<file path="src/rtl/udc_seq_ctrl.sv">
// rtl/udc_seq_ctrl.sv - job sequencer that programs, verifies, starts and supervises the up/down counter
//
// Ports:
//   clk, rst                    clock, synchronous active-high reset
//   cmd_valid/cmd_ready         job handshake; cmd_plr/ulr/llr/ccr carry the job
//   abort                       terminate the current job
//   ncs/nwr/nrd, A1/A0          counter bus strobes (active low) and register address
//   bus_wdata/bus_oe            write data and its drive enable; bus_rdata is read data
//   start                       counter start pulse; ctr_ec/ctr_err are counter results
//   done/status/run_cycles      completion pulse, result code, RUN cycle count
//   busy                        high whenever not IDLE
`timescale 1ns/1ps

module udc_seq_ctrl #(
    parameter bit          VERIFY  = 1'b1,
    parameter logic [15:0] TIMEOUT = 16'd4096
) (
    input  logic        clk,
    input  logic        rst,
    input  logic        cmd_valid,
    output logic        cmd_ready,
    input  logic [7:0]  cmd_plr,
    input  logic [7:0]  cmd_ulr,
    input  logic [7:0]  cmd_llr,
    input  logic [7:0]  cmd_ccr,
    input  logic        abort,
    output logic        ncs,
    output logic        nwr,
    output logic        nrd,
    output logic        A1,
    output logic        A0,
    output logic [7:0]  bus_wdata,
    output logic        bus_oe,
    input  logic [7:0]  bus_rdata,
    output logic        start,
    input  logic        ctr_ec,
    input  logic        ctr_err,
    output logic        done,
    output logic [2:0]  status,
    output logic [15:0] run_cycles,
    output logic        busy
);

    localparam logic [2:0] S_IDLE  = 3'd0;
    localparam logic [2:0] S_CHECK = 3'd1;
    localparam logic [2:0] S_WR    = 3'd2;
    localparam logic [2:0] S_RD    = 3'd3;
    localparam logic [2:0] S_CMP   = 3'd4;
    localparam logic [2:0] S_START = 3'd5;
    localparam logic [2:0] S_RUN   = 3'd6;
    localparam logic [2:0] S_DONE  = 3'd7;

    localparam logic [2:0] ST_OK    = 3'd0;
    localparam logic [2:0] ST_CFG   = 3'd1;
    localparam logic [2:0] ST_VFY   = 3'd2;
    localparam logic [2:0] ST_ERR   = 3'd3;
    localparam logic [2:0] ST_TMO   = 3'd4;
    localparam logic [2:0] ST_ABORT = 3'd5;

    logic [2:0] state, state_n;
    logic [1:0] idx, idx_n;     // register index within WR/RD
    logic       gap, gap_n;     // 0 = strobe cycle, 1 = gap cycle
    logic [2:0] status_n;

    logic [7:0] plr, ulr, llr, ccr;
    logic [7:0] rb [4];         // readback, indexed by counter read address

    logic       cfg_bad, rb_ok, timeout_hit;
    logic       wr_stb_n, rd_stb_n;
    logic [7:0] wdata_n;

    assign cfg_bad     = (plr < llr) || (plr > ulr) || (ccr == 8'd0);
    // Counter read map swaps ulr/llr relative to the write map.
    assign rb_ok       = (rb[0] == plr) && (rb[1] == llr) && (rb[2] == ulr) && (rb[3] == ccr);
    // run_cycles lags the current RUN cycle by one, hence TIMEOUT-1.
    assign timeout_hit = (TIMEOUT != 16'd0) && (run_cycles == TIMEOUT - 16'd1);

    always_comb begin
        state_n  = state;
        idx_n    = idx;
        gap_n    = gap;
        status_n = status;
        case (state)
            S_IDLE: begin
                if (cmd_valid) begin
                    state_n  = S_CHECK;
                    status_n = ST_OK;
                end
            end
            S_CHECK: begin
                if (abort) begin
                    state_n  = S_DONE;
                    status_n = ST_ABORT;
                end else if (cfg_bad) begin
                    state_n  = S_DONE;
                    status_n = ST_CFG;
                end else begin
                    state_n = S_WR;
                    idx_n   = 2'd0;
                    gap_n   = 1'b0;
                end
            end
            S_WR, S_RD: begin
                if (abort) begin
                    state_n  = S_DONE;
                    status_n = ST_ABORT;
                end else if (!gap) begin
                    gap_n = 1'b1;
                end else if (idx == 2'd3) begin
                    idx_n = 2'd0;
                    gap_n = 1'b0;
                    if (state == S_RD)
                        state_n = S_CMP;
                    else if (VERIFY)
                        state_n = S_RD;
                    else
                        state_n = S_START;
                end else begin
                    idx_n = idx + 2'd1;
                    gap_n = 1'b0;
                end
            end
            S_CMP: begin
                if (abort) begin
                    state_n  = S_DONE;
                    status_n = ST_ABORT;
                end else if (!rb_ok) begin
                    state_n  = S_DONE;
                    status_n = ST_VFY;
                end else begin
                    state_n = S_START;
                end
            end
            S_START: begin
                if (abort) begin
                    state_n  = S_DONE;
                    status_n = ST_ABORT;
                end else begin
                    state_n = S_RUN;
                end
            end
            S_RUN: begin
                if (abort) begin
                    state_n  = S_DONE;
                    status_n = ST_ABORT;
                end else if (ctr_err) begin
                    state_n  = S_DONE;
                    status_n = ST_ERR;
                end else if (ctr_ec) begin
                    state_n  = S_DONE;
                    status_n = ST_OK;
                end else if (timeout_hit) begin
                    state_n  = S_DONE;
                    status_n = ST_TMO;
                end
            end
            default: begin
                state_n = S_IDLE;
            end
        endcase
    end

    // Outputs are registered from the next state so they line up with it.
    assign wr_stb_n = (state_n == S_WR) && !gap_n;
    assign rd_stb_n = (state_n == S_RD) && !gap_n;

    always_comb begin
        wdata_n = 8'd0;
        case (idx_n)
            2'd0:    wdata_n = plr;
            2'd1:    wdata_n = ulr;
            2'd2:    wdata_n = llr;
            default: wdata_n = ccr;
        endcase
        if (!wr_stb_n)
            wdata_n = 8'd0;
    end

    always_ff @(posedge clk) begin
        if (rst) begin
            state      <= S_IDLE;
            idx        <= 2'd0;
            gap        <= 1'b0;
            status     <= ST_OK;
            run_cycles <= 16'd0;
            plr        <= 8'd0;
            ulr        <= 8'd0;
            llr        <= 8'd0;
            ccr        <= 8'd0;
            for (int i = 0; i < 4; i++)
                rb[i] <= 8'd0;
            ncs        <= 1'b1;
            nwr        <= 1'b1;
            nrd        <= 1'b1;
            A1         <= 1'b0;
            A0         <= 1'b0;
            bus_wdata  <= 8'd0;
            bus_oe     <= 1'b0;
            start      <= 1'b0;
            done       <= 1'b0;
            busy       <= 1'b0;
            cmd_ready  <= 1'b1;
        end else begin
            state  <= state_n;
            idx    <= idx_n;
            gap    <= gap_n;
            status <= status_n;

            if (state == S_IDLE && cmd_valid) begin
                plr        <= cmd_plr;
                ulr        <= cmd_ulr;
                llr        <= cmd_llr;
                ccr        <= cmd_ccr;
                run_cycles <= 16'd0;
            end

            if (state == S_RUN && run_cycles != 16'hFFFF)
                run_cycles <= run_cycles + 16'd1;

            if (state == S_RD && !gap)
                rb[idx] <= bus_rdata;

            ncs       <= !(wr_stb_n || rd_stb_n);
            nwr       <= !wr_stb_n;
            nrd       <= !rd_stb_n;
            A1        <= (wr_stb_n || rd_stb_n) ? idx_n[1] : 1'b0;
            A0        <= (wr_stb_n || rd_stb_n) ? idx_n[0] : 1'b0;
            bus_wdata <= wdata_n;
            bus_oe    <= wr_stb_n;
            start     <= (state_n == S_START);
            done      <= (state_n == S_DONE);
            busy      <= (state_n != S_IDLE);
            cmd_ready <= (state_n == S_IDLE);
        end
    end

endmodule

</file>
<file path="config.mk">
export PLATFORM = sky130hd
export DESIGN_NAME = udc_seq_ctrl
export DESIGN_NICKNAME = d
export VERILOG_FILES = /design/src/rtl/udc_seq_ctrl.sv
export SDC_FILE = /design/constraint.sdc
export NUM_CORES = 1
export LEC_CHECK = 0
export CAP_MARGIN = 20
export CORE_MARGIN = 3
export CORE_UTILIZATION = 35
export DETAILED_ROUTE_END_ITERATION = 16
export GPL_ROUTABILITY_DRIVEN = 1
export PLACE_DENSITY_LB_ADDON = 0.12
export SKIP_LAST_GASP = 1
export SYNTH_ARGS = -nofsm -noshare
export SYNTH_HDL_FRONTEND = slang
export SYNTH_SLANG_ARGS = --single-unit
</file>
<file path="constraint.sdc">
create_clock -name clk -period 2.36 [get_ports clk]
set_input_delay 0.472 -clock clk [delete_from_list [all_inputs] [get_ports clk]]
set_output_delay 0.472 -clock clk [all_outputs]
set_load 0.1 [all_outputs]
</file>
**Word-level counts from Yosys, hierarchy flattened**

Memories as Yosys holds them, arrays and structs flattened.
Index checks and enable logic that the tools add are counted.

- Bitwise operators: 2
- Add/sub/neg operators: 2
- Muxes and demuxes: 48
- Reduce and logical (&&, ||, !) cells: 29
- Magnitude comparators: 2
- Equal/unequal tests: 24

Operators by type and width:

| kind | number |
|---|---|
| 3-bit 2-to-1 mux | 21 |
| 8-bit == test | 4 |
| 16-bit 2-to-1 mux | 2 |
| 8-bit one-hot mux with 3 select lines | 1 |
| 3-bit one-hot mux with 6 select lines | 1 |
| 16-bit by 1-bit adder with 16-bit output (second input constant) | 1 |
| 16-bit by 12-bit == test with 1-bit output (second input constant) | 1 |
| 2-bit 2-to-1 mux | 8 |
| 16-bit != test (second input constant) | 1 |
| 3-bit == test (second input constant) | 5 |
| 3-bit one-hot mux with 5 select lines | 1 |
| 3-bit by 2-bit == test with 1-bit output (second input constant) | 4 |
| 1-bit 2-to-1 mux | 11 |
| 8-bit > comparator | 1 |
| 1-bit logical AND | 8 |
| 8-bit zero test | 1 |
| 8-bit less-than comparator | 1 |
| 8-bit 2-to-1 mux | 1 |
| 8-bit OR reduction | 1 |
| 3-bit zero test | 2 |
| 3-bit != test (second input constant) | 2 |
| 6-bit AND reduction | 1 |
| 2-bit OR reduction | 3 |
| 1-bit zero test | 5 |
| 16 further kinds | 20 |

- Output and inout bits: 37
- Memory bits (writable): 32
- Memories: 1
- Flip-flop bits (word level): 75
- Input bits: 46

Memory list:

| memory | depth | bits a word | read ports | clocked after memory_dff | wr ports | RTL line | source |
|---|---|---|---|---|---|---|---|
| rb | 4 | 8 | 4 | 0 | 4 | 66 | `logic [7:0] rb [4];` |

**Logic depth before layout (Yosys ltp)**

An unclocked memory read counts as a cell.

- Depth in word-level cells: 13
- Depth in mapped cells: 12

**Worst setup path after synthesis**

No wires, ideal clock.

- Path type: register to register
- Start: register run_cycles[0]
- End: register run_cycles[12]
- Required time: 2274 ps
- Path slack: -564 ps
- Period minus slack after synthesis: 2924 ps
- Stages on the path, launching flop included: 10
- Data arrival time: 2838 ps
- Library setup time: 86 ps
- Cells stage by stage: dfxtp_1 -> ha_1 -> and3_1 -> nand4_1 -> nor2_1 -> a31oi_1 -> clkbuf_1 -> nor2_1 -> nor2_1 -> a211oi_1

- Longest elaborated chain between the ends: 3
- Elaborated cells on any way between the ends: 5
- Classes of those cells: add/sub (1); eq/ne (1); mux (1); reduce/logical (2)

Ends and longest elaborated chain:

| element | RTL line | source |
|---|---|---|
| from (decl) | 40 | `output logic [15:0] run_cycles,` |
| from (signal assigned) | 218 | `run_cycles <= run_cycles + 16'd1;` |
| parallel branches: the longest is 3 deep, another holds 16-bit by 1-bit adder with 16-bit output | n/a |  |

Several ways; the timed one is not identified.
A chain may end at the register's enable or synchronous reset.

**Worst setup path in the final report**

- Start: register plr[7]
- End: register bus_wdata[1]

- Longest elaborated chain between the ends: 11
- Elaborated cells on any way between the ends: 28
- Classes of those cells: order compare (2); eq/ne (4); mux (12); bitwise (1); reduce/logical (9)

Ends and longest elaborated chain:

| element | RTL line | source |
|---|---|---|
| from (decl) | 65 | `logic [7:0] plr, ulr, llr, ccr;` |
| from (signal assigned) | 210 | `plr <= cmd_plr;` |
| parallel branches: the longest is 11 deep, another holds 8-bit less-than comparator | n/a |  |
| to (signal assigned) | 228 | `bus_wdata <= wdata_n;` |
| to (decl) | 32 | `output logic [7:0] bus_wdata,` |

Several ways; the timed one is not identified.

==> results by stage <==
Placement:
- Summed over all nets, the half-perimeter wirelength after detailed placement is between 10 and 15 mm.
- The number of placed instances, taps included, is between 900 and 1k.
- The instance area after placement is between 0.006 and 0.007 sq mm.
- The final RePlAce weighted congestion is 0.881.
- The number of port buffers is roughly 80.

Worst hold path:
- The path with the worst hold slack has its endpoint at run_cycles[11]$_SDFFE_PP0P_.
- Along the worst hold path, the cell count comes to 1.
- The hold path startpoint is run_cycles[11]$_SDFFE_PP0P_.
- The type of the worst min-delay path is flip-flop to flip-flop.

Worst setup path:
- The worst setup path is captured at a flip-flop.
- The worst register-to-register path has a setup slack of -160 ps.
- Data on the critical path arrives at its endpoint at around 2800 ps.
- Along the worst path, the maximum fanout reaches 9.
- The type of element launching the critical path is a flip-flop.
- The kind of critical path is flip-flop to flip-flop.
- The source of the critical timing path is plr[7]$_SDFFE_PP0P_.
- At the worst endpoint, the required time is around 2600 ps.
- The number of cells on the worst reg-to-reg path is 10.
- The startpoint identified for the worst register-to-register timing path is plr[7]$_SDFFE_PP0P_.
- The worst reg2reg path endpoint is bus_wdata[1]$_SDFF_PP0_.

Global routing:
- The global router's overall resource usage is roughly 20%.
- The number of antenna violations at the first check in global routing was 0.
- The via count of the first global-routing pass came to approximately 4.8k.
- Entering global routing, the biggest net connects 62 pins.
- After global routing the overflow that remains totals 0.
- The wire length of the first global-routing pass is roughly 26 mm.

Routing:
- The average wire per standard cell is around 18 um.
- The total wirelength of the detailed-routed design is approximately 17 mm.
- Using the TritonRoute via totals, the vias-per-cell ratio works out to between 5 and 6.
- The first routing iteration left around 280 violations.
- The detailed-router iteration count before antenna repair is 4.
- The routed layout has roughly 4.9k vias.
- For this run, design rule violations remaining after detail routing come to 0.
- The remaining number of nets flagged by the antenna check after routing is 0.

Yosys:
- Summing every instance area after synthesis gives about 0.0054 sq mm.
- The fraction of the mapped netlist area in compound gates is between 10% and 20%.
- The count of synthesis-stage warnings from yosys is 0.
- Counting flops with a built-in enable in the synthesized netlist gives 32.
- Synthesis instantiated 56 different standard cells from the library.
- The commonest register cell after synthesis is sky130_fd_sc_hd__dfxtp_1.
- The dominant combinational cell family by area after synthesis is simple AND/OR/NAND/NOR gates.
- The fraction of synthesized area in multiplexers is roughly 1.7%.
- After Yosys synthesis, and, or, nand and nor cells account for about 22% of the synthesized area.
- The number of nets produced by synthesis is 660.
- The average instance area after synthesis is 9.08 sq um.
- The proportion of register bits with asynchronous set or reset after synthesis is 0%.
- Summing the areas of all fa, ha and maj instances in the mapped netlist gives 3.92% of the synthesized area.
- The post-synthesis xor/xnor area fraction is roughly 5.5%.
- Synthesis inferred 107 register bits.
- The synthesized instance count is slightly below 600.
- The share of the Yosys chip area taken by registers is 45.4%.

STA:
- Once routing completed, OpenROAD measured the worst setup slack at -158 ps.
- The number of hold-slack violations in the final timing report is 0.
- Between clock sinks in the finished design, the worst skew comes to roughly 13 ps.
- Setup repair after global routing could not meet its margin everywhere.
- The transition time of the tightest slew-check pin is between 700 and 800 ps.
- The maximum achievable frequency is between 0.3 and 0.4 GHz.
- On the final layout, the worst hold slack is approximately 450 ps.
- The minimum clock period after layout is between 2000 and 3000 ps.
- The worst max-slew margin expressed relative to the limit is slightly above 50%.
- In the finished design, the share of the clock period the worst path needs comes to 107%.
- The setup-violating endpoint count in the final report is 11.
- The final number of max-transition violations is 0.

Clock network:
- The clock transition at the registers of the reported paths is about 80 ps.
- TritonCTS built the clock tree.
- The insertion delay of the later-clocked pin in the worst-skew pair is between 300 and 400 ps.
- For this design, the sink count on the clock tree is 107.
- Clock tree synthesis selected as its root buffer the cell sky130_fd_sc_hd__clkbuf_16.
- The number of buffers on the longest clock path is 2.
- The hold buffer count at CTS is 0.
- The number of H-tree levels is 3.
- The number of clock buffers added by TritonCTS is 9.

Finish:
- Counting the fill cells in the layout gives about 1.4k.
- The number of antenna repair diodes is 0.
- The net count reported at finish is about 800.
- The area of the multi-input gates is roughly 0.0030 sq mm.
- The final instance count without filler cells is ~950.
- Cells with a size suffix above 1 make up a little under a third of the layout.
- Registers take 0.00252 sq mm.
- Compared with the post-synthesis result, the final layout area differs by 41.9%.
- The area of all placed cells without fillers is between 0.007 and 0.008 sq mm.

Floorplanning:
- The die outline width is roughly 130 um.
- The standard cell core area is 0.0149 sq mm.
- The initial core utilization is between 30% and 40%.
- The number of standard-cell rows in the floorplan is between 40 and 50.
- The die height is ~130 um.
- The boundary pin count is slightly above 80.
- The die covers around 0.017 sq mm.

Power:
- The leakage power is between 3 and 4 nW.
- IR analysis of the VDD net gives a maximum drop of about 0.00045 V.
- The power after layout is 7.60 mW.
- Dividing total power by cell area gives a power density of just under 1000 mW/mm^2.

Run status:
- The checks that failed: negative setup slack.
- The run finished, with violations left.

Job:
- The number of max-cap violations is 0.
[kinds of logic after synthesis]
| group | after synthesis |
|---|---|
| xor gates and xnor gates | 34 |
| muxes | 9 |
| and+or+nand+nor | 240 |
| buffers and inverters | 49 |
| AOI/OAI and AO/OA | 141 |
| adders and majority gates | 17 |
| DFF | 107 |
[worst max-delay path, cell delays in order, from the launching register on]
cell                       delay (ps)
sky130_fd_sc_hd__dfxtp_4          380
sky130_fd_sc_hd__ha_4             250
sky130_fd_sc_hd__and3_4           190
sky130_fd_sc_hd__a221oi_4         330
sky130_fd_sc_hd__o31ai_4          130
sky130_fd_sc_hd__buf_6            140
sky130_fd_sc_hd__a311oi_4         260
sky130_fd_sc_hd__nand3b_1         230
sky130_fd_sc_hd__buf_12           170
sky130_fd_sc_hd__mux2i_1          220
sky130_fd_sc_hd__a211oi_2          90
[final cells by class]
type | count | area share, %
Tap cell | 184 | 2.99
Multi-Input combinational cell | 441 | 39.0
Clock inverter | 5 | 0.667
Inverter | 21 | 1.02
Sequential cell | 107 | 32.8
Clock buffer | 11 | 3.35
Timing Repair Buffer | 178 | 20.2
[flip-flops by register name (all words and copies together), names as in the netlist, 2 cells and up]
name and flops:
rb 32, run_cycles 16, bus_wdata 8, ccr 8, llr 8, plr 8, ulr 8, state 3
status 3, idx 2
[synth_stat cells, types with 2 or more instances]
master	count	area [sq um]
sky130_fd_sc_hd__o31ai_1	2	15.0
sky130_fd_sc_hd__o21ai_0	17	85.1
sky130_fd_sc_hd__and2_1	35	219
sky130_fd_sc_hd__clkbuf_1	25	93.8
sky130_fd_sc_hd__nor2_1	34	128
sky130_fd_sc_hd__xnor2_1	4	35.0
sky130_fd_sc_hd__a211oi_2	9	113
sky130_fd_sc_hd__mux2i_1	9	90.1
sky130_fd_sc_hd__o211ai_1	3	22.5
sky130_fd_sc_hd__nand3_1	19	95.1
sky130_fd_sc_hd__nor3_1	8	40.0
sky130_fd_sc_hd__nand2b_1	4	25.0
sky130_fd_sc_hd__or2_2	3	18.8
sky130_fd_sc_hd__nand2_1	88	330
sky130_fd_sc_hd__xor2_1	30	263
sky130_fd_sc_hd__nand3b_1	6	45.0
sky130_fd_sc_hd__a21o_1	2	15.0
sky130_fd_sc_hd__edfxtp_1	32	961
sky130_fd_sc_hd__and3_1	12	75.1
sky130_fd_sc_hd__dfxtp_1	75	1500
sky130_fd_sc_hd__nor3b_1	2	15.0
sky130_fd_sc_hd__o22ai_1	9	56.3
sky130_fd_sc_hd__a31oi_1	5	31.3
sky130_fd_sc_hd__o21ai_2	2	17.5
sky130_fd_sc_hd__a21oi_1	71	355
sky130_fd_sc_hd__o2bb2ai_1	2	17.5
sky130_fd_sc_hd__inv_1	20	75.1
sky130_fd_sc_hd__or3_1	2	12.5
sky130_fd_sc_hd__a31o_2	3	26.3
sky130_fd_sc_hd__a211oi_1	3	22.5
sky130_fd_sc_hd__o21a_1	2	15.0
sky130_fd_sc_hd__nor4_1	11	68.8
sky130_fd_sc_hd__ha_1	17	213
sky130_fd_sc_hd__nor2b_1	3	18.8
sky130_fd_sc_hd__nand4_1	7	43.8
[metal layers]
metal / part of all wire [%] / routed length (um) / GRT usage (%) / vias to the layer above
met4: 0.98 / 162 / 5.14 / 0
met1: 48 / 7900 / 27.6 / 2368
li1: - / - / - / 2428
met3: 4.3 / 715 / 4.15 / 12
met5: 0 / 0 / 0 / -
met2: 47 / 7820 / 32.3 / 128
[repair_timing]
action | CTS | global route
setup endpoints to repair | 18 | 23
hold endpoints to repair | 0 | 0
resized for setup | 31 | 29
buffers inserted | 8 | 5
cloned | 2 | 0
pin swaps | 16 | 18
[power breakdown]
part | switching [mW] | internal, mW
combinational | 2.15 | 1.51
clock | 0.751 | 0.816
sequential | 0.231 | 2.15
total | 3.13 | 4.47
[worst max path at each step]
stage | to | slack (ps) | depth (start not counted)
6_report | bus_wdata[1]$_SDFF_PP0_ | -160 | 10
5_1_grt | bus_wdata[0]$_SDFF_PP0_ | -240 | 10
3_3_place_gp | bus_wdata[4]$_SDFF_PP0_ | -190 | 9
4_1_cts | bus_wdata[6]$_SDFF_PP0_ | -130 | 11
2_1_floorplan | bus_wdata[3]$_SDFF_PP0_ | -20 | 12
3_5_place_dp | bus_wdata[6]$_SDFF_PP0_ | -260 | 9
[placed cells by master, fill, tap and decap left out, drive strengths merged, types with 2 or more instances in the layout]
cell and count:
o21ai 19, buf 134, o211ai 4, dfxtp 75, clkdlybuf4s50 44, mux2i 9
inv 23, o21a 2, and3 12, or2 4, o2bb2ai 2, nor4 11
nand3 19, and2 35, xnor2 4, clkinv 3, clkbuf 11, nor3 8
o22ai 9, a31oi 5, nor3b 2, nor2 35, a21oi 71, xor2 30
nand4 7, nand2 89, a21o 2, edfxtp 32, ha 17, nand3b 6
o31ai 3, or3 2, nand2b 5, a211oi 12, nor2b 3, a31o 3
[per-stage QoR]
step | TNS (ps) | setup slack (ps) | utilization, %
4_1_cts | -956 | -130 | 50.7
6_report | -1410 | -158 | 51.8
3_5_place_dp | -3150 | -256 | 47.0
2_1_floorplan | -197 | -23.5 | -
5_1_grt | -2400 | -238 | 51.8
3_3_place_gp | -2520 | -194 | 47.0
Power figures use the tool's default switching activity.
